[src/rtl/sliced_adder.sv]
// Multi-cycle adder/subtractor: adds CHUNK bits per clock with the carry held in a register
// between slices. Valid/ready handshakes on both the operand side and the result side.
module sliced_adder #(
  parameter int WIDTH = 16,
  parameter int CHUNK = 4
) (
  input  logic             clk,
  input  logic             rst_n,
  input  logic             in_valid,
  output logic             in_ready,
  input  logic [WIDTH-1:0] a,
  input  logic [WIDTH-1:0] b,
  input  logic             c_in,
  input  logic             sub,
  output logic             out_valid,
  input  logic             out_ready,
  output logic [WIDTH-1:0] sum,
  output logic             c_out,
  output logic             ovf,
  output logic             busy
);

  // state | meaning
  // IDLE  | waiting for an operation, in_ready = 1
  // BUSY  | adding one slice per clock, busy = 1
  // DONE  | result presented, out_valid = 1 until out_ready

  localparam int NSLICE = (CHUNK >= 1) ? WIDTH / CHUNK : 1;
  localparam int IW     = (NSLICE > 1) ? $clog2(NSLICE) : 1;

  generate
    if (CHUNK < 1 || (WIDTH % CHUNK) != 0) begin : g_bad_params
      $error("sliced_adder: WIDTH must be a positive multiple of CHUNK");
    end
  endgenerate

  typedef enum logic [1:0] {IDLE, BUSY, DONE} state_t;

  state_t           state, state_nxt;
  logic [WIDTH-1:0] op_a, op_b;
  logic             carry;
  logic [IW-1:0]    idx;
  logic [CHUNK:0]   slice_res;
  logic             last_slice;
  logic             accept;
  int               base;

  assign accept     = in_valid && in_ready;
  assign last_slice = (idx == IW'(NSLICE - 1));
  assign base       = int'(idx) * CHUNK;
  assign slice_res  = {1'b0, op_a[base +: CHUNK]} + {1'b0, op_b[base +: CHUNK]}
                    + {{CHUNK{1'b0}}, carry};

  always_ff @(posedge clk or negedge rst_n) begin
    if (!rst_n) state <= IDLE;
    else        state <= state_nxt;
  end

  always_comb begin
    state_nxt = state;
    in_ready  = 1'b0;
    out_valid = 1'b0;
    busy      = 1'b0;
    case (state)
      IDLE: begin
        in_ready = 1'b1;
        if (in_valid) state_nxt = BUSY;
      end
      BUSY: begin
        busy = 1'b1;
        if (last_slice) state_nxt = DONE;
      end
      DONE: begin
        out_valid = 1'b1;
        if (out_ready) state_nxt = IDLE;
      end
      default: state_nxt = IDLE;
    endcase
  end

  always_ff @(posedge clk or negedge rst_n) begin
    if (!rst_n) begin
      op_a  <= '0;
      op_b  <= '0;
      carry <= 1'b0;
      idx   <= '0;
      sum   <= '0;
      c_out <= 1'b0;
      ovf   <= 1'b0;
    end else if (accept) begin
      // Subtraction is A + ~B + 1; c_in is ignored in that mode.
      op_a  <= a;
      op_b  <= sub ? ~b : b;
      carry <= sub ? 1'b1 : c_in;
      idx   <= '0;
    end else if (state == BUSY) begin
      sum[base +: CHUNK] <= slice_res[CHUNK-1:0];
      carry              <= slice_res[CHUNK];
      if (last_slice) begin
        idx   <= '0;
        c_out <= slice_res[CHUNK];
        ovf   <= (op_a[WIDTH-1] == op_b[WIDTH-1]) && (slice_res[CHUNK-1] != op_a[WIDTH-1]);
      end else begin
        idx <= idx + 1'b1;
      end
    end
  end

endmodule

[config.mk]
export PLATFORM = sky130hd
export DESIGN_NAME = sliced_adder
export DESIGN_NICKNAME = d
export VERILOG_FILES = /design/src/rtl/sliced_adder.sv
export SDC_FILE = /design/constraint.sdc
export NUM_CORES = 1
export LEC_CHECK = 0
export CAP_MARGIN = 20
export CORE_MARGIN = 5
export CORE_UTILIZATION = 45
export CTS_CLUSTER_SIZE = 30
export DETAILED_ROUTE_END_ITERATION = 8
export HOLD_SLACK_MARGIN = 0.15
export PLACE_DENSITY_LB_ADDON = 0.1
export SETUP_SLACK_MARGIN = 0.1
export SLEW_MARGIN = 0
export SYNTH_ARGS = -nofsm -noshare
export SYNTH_HDL_FRONTEND = slang
export SYNTH_SLANG_ARGS = --single-unit
[constraint.sdc]
create_clock -name clk -period 2.4 [get_ports clk]
set_input_delay 0.24 -clock clk [delete_from_list [all_inputs] [get_ports clk]]
set_output_delay 0.24 -clock clk [all_outputs]
set_load 0.05 [all_outputs]
# Word level (Yosys, flattened, before mapping)
# Cells that the tools add are included.
# totals
ff_bits	55
# classes
add_sub_neg	4
shifts	4
reduce_logical	7
eq_ne	8
bitwise_logic	2
muxes	15
# op_table
operator	count
$neg 4->33	1
$shift 4x33->16 const A	1
$shiftx 4x33->16	1
$shiftx 16x5->4	2
$bwmux 16	1
$mux 16	1
$not 16->16	1
$mux 2	6
$mux 1	6
$ne 2x2->1 const B	3
$pmux 2 s3	1
$reduce_and 3->1	2
$add 4x4->5	1
$add 5x1->5	1
$eq 2x2->1 const B	2
$add 2x1->2 const B	1
$eq 2x1->1 const B	1
$logic_and 1x1->1	2
$logic_not 2->1	1
$reduce_and 2->1	1
$reduce_bool 2->1	1
$eq 1x1->1	1
$ne 1x1->1	1
$not 1->1	1

# Depth between registers and ports, before layout
# Gate-level depths: netlist of the first run.
# logic_depth
ltp_word	5
ltp_mapped	10
ltp_nobuf	8

# Least setup slack after synthesis of the first run
# No wires, ideal clock.
# synth_path
path_type	flip-flop to flip-flop
from	register idx[0]
to	register ovf
required_ns	2.312
slack_ns	-0.270
path_buffers	2
arrival_time_ns	2.582
setup_time_ns	0.088
stages_incl_launch_ff	9
synth_period_minus_slack_ns	2.670
cell_sequence	dfrtp_1 clkbuf_2 buf_2 mux4_2 fa_1 nand3_1 a21oi_1 or4_1 a41oi_1
# synth_via
elab_chain_len	5
elab_cells_between_ends	8
# synth_lines
item	line_no	source
start: declaration	42	logic [IW-1:0] idx;
start signal: assignment	104	idx <= idx + 1'b1;
$shiftx 16x5->4	51	assign slice_res = {1'b0, op_a[base +: CHUNK]} + {1'b0, op_b[base +: CHUNK]}
$add 4x4->5	51	
$add 5x1->5	52	+ {{CHUNK{1'b0}}, carry};
$ne 1x1->1	102	ovf <= (op_a[WIDTH-1] == op_b[WIDTH-1]) && (slice_res[CHUNK-1] != op_a[WIDTH-1]);
$logic_and 1x1->1	102	
end signal: assignment	102	
end: declaration	19	output logic ovf,
# Several ways; a longest one is shown, not always the timed one.
# A chain may end at the register's enable or synchronous reset.

# Worst setup path in the final report of the first run
# Same ends and word-level chain as after synthesis.

==> reports/qor.yml, run 1 <==
power:
  p_int_mw: 3.06
  ir_worst_vdd_v: 0.000769
  swShare_pct: 42.7
  power.share.sequential_pct: 29.0
  p_per_area_nw_per_um2: 1480
  p_switching_mw: 2.28
  p_comb_share_pct: 57.7
  clock_power_share_pct: 13.3
  p_leak_nw: 1.59
placement:
  dp_hpwl_um: 4110
  gp_congestion: 0.809
  dp_slack_ps: 27.0
  dpl_cell_area_sq_um: 3360
  io_buffers: 58
  dp_cells: 387
sta:
  timing.final.ws_setup_ps: 80.0
  hold_violations: 0
  drv_slew: 0
  grt_setup_unrepaired: "true"
  maxSlewHeadroom_pct: 57.1
  min_period_ps: 2320
  layout_worst_path_cycle_share_pct: 96.7
  worst_clock_skew_ps: 6.57
  hold_slack_ps: 451
  worst_slew_pin_slew_ps: 643
  setup_viol: 0
  fin_setup_tns_ps: 0
  clock.fmax_mhz: 431
layout:
  drive_above_1_share_pct: 13.8
  diodes: 0
  area_delta_synth_final_pct: 35.4
  layoutNonFillerInstCount: 400
  stdcell_area_sq_um: 3600
  fin_nets: 373
critical_path:
  cp_max_fo: 5
  cp_data_required_time_ps: 2630
  crit_arrival_ps: 2550
  cp-end-kind: "flop"
  worstSetupPathType: "flop to flop"
  worstSetupStartpointType: "flop"
worst_hold_path:
  hold_path_class: "input port to flop"
routing:
  postRouteAntennaNets: 0
  first_iter_violations: 65
  wl_per_cell_um: 13.7
  wl_met2_um: 2730
  dr.pass1.iters: 7
  met1_length_um: 2440
  vias_per_cell: 4.96
  wl_met3_um: 268
  vias: 1982
  remaining_drc_errors: 0
  top_layer_used: "met4"
  wirelength_um: 5490
yosys:
  ys_warn_count: 0
  ys.flop_type: "dfrtp_1"
  seq_area_frac_synth_pct: 51.8
  ys_ff_latch: 55
  synth_edf_count: 0
  syn-cell-area_sq_um: 2660
  synthTopCellsByCount: "nand2_1 (82), dfrtp_1 (55), o21ai_0 (27)"
  synth_area_leaders: "dfrtp_1 (52%), nand2_1 (12%), mux4_2 (6.8%)"
  avgSynthCellArea_sq_um: 10.2
  synth_fp_nets: 310
  synthArstFlopShare_pct: 100
  synth_top_cell_by_area: "dfrtp_1"
  synth.top_cell.area_share_pct: 51.8
  synth_most_common_cell: "nand2_1"
  synth_cell_types: 32
  netlist_instances: 261
clock_network:
  cts.sinks: 55
  cts_inserted_buffers: 5
  cts_buffer_depth: 2
  cts.reportedPaths.clkPinSlew_ps: 100
  cts-root-buf: "clkbuf_8"
  h-tree-depth: 2
  cts_tree: "built"
  insertion_delay_ps: 300
run_status:
  status: "complete, no violations"
floorplan:
  start_util_pct: 45.7
  fp-row-count: 28
  coreArea_sq_um: 5820
  ios: 59
  die_y_um: 86.9
  die_w_um: 86.9
  design.die.area_sq_um: 7540
global_route:
  grt_usage_pct: 15.5
  grt_max_degree: 52
  grt_pass1_vias: 2001
  grt_overflow: 0
  antenna_found_initial: 0
  grt_first_pass_wirelength_um: 9240
job:
  drv_cap: 0
-- flip-flops by register name (all words and copies together) (netlist names) --
name,flops
state,2
ovf,1
op_a,16
carry,1
idx,2
c_out,1
op_b,16
sum,16
-- cells in the final DEF (no fill, tap or decap), types with 2 or more instances in the layout --
| cell | n |
|---|---|
| nor2_1 | 6 |
| nor2b_1 | 2 |
| clkdlybuf4s50_1 | 57 |
| o21ai_0 | 20 |
| mux4_2 | 8 |
| bufinv_16 | 2 |
| buf_6 | 3 |
| o31ai_2 | 2 |
| inv_2 | 2 |
| o21ai_2 | 3 |
| nand4_1 | 2 |
| o31ai_1 | 2 |
| buf_4 | 6 |
| fa_2 | 2 |
| dfrtp_1 | 54 |
| a22o_1 | 8 |
| o21ai_1 | 5 |
| inv_1 | 6 |
| xnor2_1 | 16 |
| a21oi_2 | 2 |
| nand2_1 | 82 |
| ha_1 | 8 |
| clkbuf_8 | 5 |
-- cells by family (layout without fill, tap and decap cells) --
family	after synthesis	count (layout)	synth area share, %
mux	8	8	6.78
buf+inv	21	85	3.30
xor+xnor	17	17	5.60
flops	55	55	51.8
fa+ha+maj	11	11	5.74
simple gates	103	103	16.3
compound gates	46	46	10.5
-- power by group through the flow --
stage                     combinational [mW]  clock [mW]  sequential [mW]
after floorplan                         1.82           0             1.71
after global placement                  2.74           0             1.56
after detailed placement                2.75           0             1.56
after CTS                               2.80       0.724             1.55
after global routing                    3.38       0.765             1.59
final                                   3.08       0.711             1.55
-- layout make-up --
| type | instances | area (sq um) |
|---|---|---|
| Multi-Input combinational cell | 185 | 1280 |
| Sequential cell | 55 | 1380 |
| Clock inverter | 2 | 60.1 |
| Timing Repair Buffer | 69 | 684 |
| Clock buffer | 6 | 72.6 |
| Tap cell | 75 | 93.8 |
| Inverter | 8 | 30.0 |
| Fill cell | 496 | 2220 |
-- routing by layer --
| layer | vias up | GRT usage, % |
|---|---|---|
| met5 | - | 0 |
| met4 | 0 | 4.25 |
| met3 | 5 | 3.22 |
| met2 | 40 | 25.7 |
| met1 | 936 | 20.8 |
| li1 | 1001 | - |
-- path summary, 6_finish.rpt --
| kind | start | to | slack (ps) | depth (start not counted) |
|---|---|---|---|---|
| worst min-delay path | a[14] | op_a[14] | 450 | 3 |
| worst max register to register | idx[0] | ovf | 80 | 7 |
| min in group asynchronous | rst_n | op_a[7] | 480 | 2 |
| max in group asynchronous | rst_n | idx[1] | 1350 | 3 |
| worst min register to register | op_a[12] | op_a[12] | 480 | 2 |
| worst max-delay path | idx[0] | ovf | 80 | 7 |
-- what timing repair did --
action	CTS	global route
resized for setup	4	15
hold endpoints to repair	25	0
endpoints found under the setup margin	8	14
pin swaps	0	9
setup buffers	2	2
hold buffers	1	0
gates cloned	0	0
-- critical path, cell delays in order (launching register included) --
cell     delay, ps
dfrtp_1        390
buf_6          140
mux4_2         540
fa_2           400
nand3_2        100
a21oi_2         70
or4_4          480
a41oi_2        130
-- per-stage QoR --
stage	power (mW)	util (%)
finish	5.34	61.9
global placement	4.29	57.8
detailed placement	4.32	57.8
CTS	5.07	60.7
floorplan	3.53	-
global route	5.74	61.9
(Power assumes the default switching activity.)
==> inputs of run 2 (changes only) <==
- CORE_UTILIZATION: 45 -> 54
- CTS_CLUSTER_SIZE: 30 -> 24
- GPL_ROUTABILITY_DRIVEN: default -> 0
- clock period: 2.4 -> 3 ns (I/O delays scaled with it)
==> run 2 against run 1 <==
Compared with the run above: sequential power is 19% lower; critical path depth stayed put; clock-buffer cell count stayed put; non-clock buffer count is 6 lower; wire length is 3.8% lower; design area is 5.7% lower; flip-flop and latch count stayed put; clock power is 48% lower; combinational power is 35% lower; fmax is 9.0% lower; critical endpoint unchanged.
==> reports/qor.yml, run 2 (synthesis gave the netlist of run 1 again) <==
run_status:
  status: "complete, no violations"
sta:
  hold_slack_ps: 448  # -2.83 ps
  grt_setup_unrepaired: "false"
  worst_slew_pin_slew_ps: 923  # +280 ps
  maxSlewHeadroom_pct: 38.3  # -19 points
  min_period_ps: 2550  # +230 ps
  worst_clock_skew_ps: 3.58  # -2.99 ps
  clock.fmax_mhz: 392  # -9.0%
  setup_viol: 0  # unchanged
  hold_violations: 0  # unchanged
  layout_worst_path_cycle_share_pct: 85.0  # -12 points
  drv_slew: 0  # unchanged
  fin_setup_tns_ps: 0  # unchanged
routing:
  vias_per_cell: 5.06  # +2.1%
  vias: 1943  # -2.0%
  first_iter_violations: 59  # -9.2%
  wirelength_um: 5280  # -3.8%
  wl_per_cell_um: 13.7  # +0.18%
  remaining_drc_errors: 0  # unchanged
  dr.pass1.iters: 4  # -3
  postRouteAntennaNets: 0  # unchanged
layout:
  final_common_cell: "nand2_1"
  diodes: 0  # unchanged
  area_delta_synth_final_pct: 27.6
  drive_above_1_share_pct: 6.31  # -7.5 points
  stdcell_area_sq_um: 3390  # -5.7%
  top_regs: "op_a: 16 flops, op_b: 16 flops, sum: 16 flops"
  final_cell_mix: "nand2_1 (82), clkdlybuf4s50_1 (57), dfrtp_1 (55), o21ai_0 (27), xnor2_1 (16)"
  fin_nets: 367  # -1.6%
  fill_cells: 376  # -24%
placement:
  io_buffers: 58  # unchanged
  dpl_cell_area_sq_um: 3280  # -2.4%
  dp_hpwl_um: 4060  # -1.2%
global_route:
  grt_pass1_vias: 1883  # -5.9%
  grt_max_degree: 38  # -27%
  grt_overflow: 0  # unchanged
  grt_first_pass_wirelength_um: 8790  # -4.9%
  grt_usage_pct: 17.7  # +2.2 points
  antenna_found_initial: 0  # unchanged
power:
  clock_power_share_pct: 10.3  # -3.0 points
  p_comb_share_pct: 55.1  # -2.6 points
  finalPower_mw: 3.63  # -32%
  p_int_mw: 1.99  # -35%
  p_per_area_nw_per_um2: 1070  # -28%
  swShare_pct: 45.1  # +2.4 points
  ir_worst_vdd_v: 0.000593  # -23%
  power.share.sequential_pct: 34.7  # +5.7 points
  p_leak_nw: 1.52  # -4.3%
  p_switching_mw: 1.64  # -28%
critical_path:
  worstSetupPathType: "flop to flop"
  max_stage_delay_ps: 570  # +30 ps
  cp-end-kind: "flop"
  crit_slowest_cell: "dfrtp_1"
  crit_arrival_ps: 2770  # +220 ps
  cp_max_fo: 11  # +6
  timing.rr.start: "idx[0]"
  worstSetupStartpoint: "idx[0]"
  cp_data_required_time_ps: 3220  # +590 ps
  worstSetupStartpointType: "flop"
  worstPathCellList: "buf_4 -> mux4_2 -> ha_1 -> inv_1 -> a21oi_1 -> or4_1 -> a41oi_1"
floorplan:
  coreArea_sq_um: 4750  # -18%
  die_y_um: 80.2  # -7.7%
  ios: 59  # unchanged
  start_util_pct: 55.9  # +10 points
  design.die.area_sq_um: 6420  # -15%
  die_w_um: 80.2  # -7.7%
  fp-row-count: 25  # -11%
clock_network:
  cts_inserted_buffers: 5  # unchanged
  h-tree-depth: 2  # unchanged
  cts_buffer_depth: 2  # unchanged
  cts.reportedPaths.clkPinSlew_ps: 90  # about the same
  insertion_delay_ps: 300  # about the same
  cts-root-buf: "clkbuf_8"
  cts_tree: "built"
  cts.sinks: 55  # unchanged
  cts_resized: 0  # -4
job:
  drv_cap: 0  # unchanged
worst_hold_path:
  hold_path_class: "input port to async pin"
## run 2: cell type report
type | count | area (sq um) | area share, %
well taps | 67 | 83.8 | 2.47
inverters | 8 | 30.0 | 0.885
repair buffers | 63 | 636 | 18.7
multi-input cells | 185 | 1190 | 35.2
clock buffers | 6 | 72.6 | 2.14
flip-flops and latches | 55 | 1380 | 40.6
## run 2: repair_timing
action,4_1_cts,5_1_grt
hold buffers,1,0
setup buffers,0,0
endpoints found under the hold margin,18,0
## run 2: path summary, 6_finish.rpt
kind,endpoint,slack [ps],depth (start not counted)
setup reg to reg,ovf,450,7
min in group clk,op_a[0],480,2
hold / removal,sum[12],450,2
hold reg to reg,op_a[0],480,2
setup / recovery,ovf,450,7
max in group asynchronous,op_b[15],1750,3
## run 2: stage by stage
stage                     setup WS [ps]  utilization (%)  instances
after floorplan                     330                -        261
after global placement              490             69.0        376
after detailed placement            466             69.0        376
after CTS                           426             70.8        383
after global routing                266             71.3        384
final                               450             71.3        384
## run 2: worst max-delay path: cells and delay by family (launching register included)
kind                       cells  cell delay, ps
DFF                            1             570
muxes                          1             510
and+or+nand+nor                1             480
buffers and inverters          2             320
adders and majority gates      1             320
AOI/OAI and AO/OA              2             270
## run 2: power by group through the flow
stage | Sequential (mW) | Combinational, mW | Clock, mW
floorplan | 1.36 | 1.29 | 0
CTS | 1.26 | 1.99 | 0.383
finish | 1.26 | 2.00 | 0.373
global placement | 1.27 | 1.95 | 0
global route | 1.30 | 2.21 | 0.404
detailed placement | 1.28 | 1.98 | 0
## run 2: per-layer routing
metal	up-vias	GRT usage, %	share of wire, %
met3	9	3.70	5.6
met1	896	21.7	41
met4	0	5.24	1.6
met2	52	31.3	52
li1	986	-	-
met5	-	0	0
==> inputs of run 3 (changes only) <==
- CORE_UTILIZATION: 54 -> 45
- clock period: 3 -> 2.08 ns (I/O delays scaled with it)
==> run 3 against run 2 <==
Compared with the run above: the run now ends with negative setup slack left; critical path depth down 1; register-to-register slack got worse by 650 ps; via count grew 2.4%; sequential power rose by 42%; flip-flop and latch count unchanged; clock skew up 6.7 ps; sequential share of layout area fell by 2.5 points; combinational power is 89% higher; wire length rose by 8.0%; worst hold slack got worse by 25 ps; design area grew 6.6%; fmax grew 12%.
==> reports/qor.yml, run 3 (synthesis gave the netlist of run 1 again) <==
critical_path:
  crit_family: "adder cells"
  crit_slowest_cell: "mux4_2"
  cpMostUsedCell: "fa_2"
  cp_data_required_time_ps: 2300  # -920 ps
  worstSetupStartpointType: "flop"
  worstPathCellList: "buf_6 -> mux4_2 -> fa_2 -> inv_2 -> fa_2 -> o31ai_1"
  cp-end-kind: "flop"
  max_stage_delay_ps: 510  # -60 ps
  crit_arrival_ps: 2500  # -270 ps
  cp_max_fo: 4  # -7
  reg2reg_setup_slack_ps: -200  # -650 ps
  cp_num_buf_inv: 2  # unchanged
  worstSetupPathType: "flop to flop"
layout:
  fin_util_pct: 62.2  # -9.2 points
  diodes: 0  # unchanged
  drive_above_1_share_pct: 17.5  # +11 points
  top_regs: "op_a: 16 flops, op_b: 16 flops, sum: 16 flops"
  final_cell_mix: "nand2_1 (82), dfrtp_1 (54), clkdlybuf4s50_1 (54), o21ai_0 (20), buf_4 (17)"
  fin_nets: 381  # +3.8%
  area_delta_synth_final_pct: 36.0
  final_common_cell: "nand2_1"
clock_network:
  h-tree-depth: 2  # unchanged
  cts_inserted_buffers: 5  # unchanged
  cts.reportedPaths.clkPinSlew_ps: 100  # about the same
  cts_buffer_depth: 2  # unchanged
  cts_tree: "built"
  insertion_delay_ps: 310  # about the same
  cts-root-buf: "clkbuf_8"
  cts.sinks: 55  # unchanged
sta:
  clock.fmax_mhz: 439  # +12%
  hold_slack_ps: 424  # -24.6 ps
  hold_violations: 0  # unchanged
  drv_slew: 0  # unchanged
  worst_slew_pin_slew_ps: 700  # -223 ps
  grt_setup_unrepaired: "true"
  setup_viol: 15  # +15
  maxSlewHeadroom_pct: 53.4  # +15 points
  timing.final.ws_setup_ps: -200  # -650 ps
  layout_worst_path_cycle_share_pct: 110  # +25 points
  worst_clock_skew_ps: 10.3  # +6.71 ps
  min_period_ps: 2280  # -270 ps
floorplan:
  ios: 59  # unchanged
  die_w_um: 86.9  # +8.4%
  design.die.area_sq_um: 7540  # +17%
  fp-row-count: 28  # +12%
  die_y_um: 86.9  # +8.4%
  coreArea_sq_um: 5820  # +22%
  start_util_pct: 45.7  # -10 points
routing:
  vias: 1989  # +2.4%
  vias_per_cell: 4.89  # -3.4%
  first_iter_violations: 97  # +64%
  postRouteAntennaNets: 0  # unchanged
  dr.pass1.iters: 4  # unchanged
  wl_per_cell_um: 14.0  # +1.9%
  remaining_drc_errors: 0  # unchanged
  wirelength_um: 5700  # +8.0%
power:
  ir_worst_vdd_v: 0.000826  # +39%
  p_leak_nw: 1.63  # +7.1%
  p_per_area_nw_per_um2: 1700  # +59%
global_route:
  antenna_found_initial: 0  # unchanged
  grt_max_degree: 56  # +47%
  grt_first_pass_wirelength_um: 9810  # +12%
  grt_overflow: 0  # unchanged
  grt_pass1_vias: 2054  # +9.1%
  grt_usage_pct: 16.7  # -1.0 points
job:
  drv_cap: 0  # unchanged
run_status:
  status: "complete, but fails checks"
  violations: "negative setup slack"
placement:
  dp_hpwl_um: 4310  # +6.2%
  io_buffers: 58  # unchanged
worst_hold_path:
  hold_path_class: "input port to flop"
run 3: what timing repair did:
item	in CTS	in global routing
buffers inserted	2	0
resized for setup	9	13
pin swaps	4	4
endpoints found under the setup margin	17	18
hold buffers	1	0
endpoints found under the hold margin	55	0
run 3: through the flow:
stage / setup WS (ps) / area [sq um] / TNS (ps) / power (mW) / instances
6_report: -200 / 3610 / -1770 / 6.16 / 407
5_1_grt: -296 / 3610 / -3340 / 6.63 / 407
4_1_cts: -205 / 3560 / -1950 / 6.06 / 407
3_5_place_dp: -200 / 3420 / -1900 / 5.33 / 397
3_3_place_gp: -166 / 3420 / -1360 / 5.23 / 397
2_1_floorplan: -305 / 2710 / -2500 / 4.09 / 261
run 3: cell type report:
class / instances / area (sq um)
clock buffers: 6 / 82.6
clock inverters: 1 / 5.00
fillers: 527 / 2200
inverters: 8 / 32.5
multi-input cells: 185 / 1300
flip-flops and latches: 55 / 1380
well taps: 75 / 93.8
repair buffers: 77 / 727
run 3: worst reg2reg max path, cell delays in order (launching register included):
cell	delay (ps)
dfrtp_1	390
buf_6	130
mux4_2	510
fa_2	390
inv_2	70
fa_2	480
o31ai_1	220
run 3: worst paths after layout:
check                           depth (start not counted)     start  endpoint
worst min register to register                          2  op_a[13]  op_a[13]
worst min-delay path                                    3      a[0]   op_a[0]
min in group asynchronous                               3     rst_n   op_a[0]
worst max register to register                          6    idx[0]    sum[1]
max in group asynchronous                               3     rst_n    idx[1]
worst max-delay path                                    6    idx[0]    sum[1]
run 3: power breakdown:
group	leakage (nW)	internal, mW	total (mW)	switching, mW
sequential	0.702	1.50	1.79	0.289
combinational	0.877	1.67	3.78	2.11
clock	0.0470	0.262	0.592	0.330
run 3: layer usage:
layer  share of wire [%]  global-route usage (%)  routed length, um
met3                 5.2                    3.12                295
met4                0.84                    3.82                 48
met1                  44                    21.5               2530
met5                   0                       0                  0
met2                  50                    29.1               2830
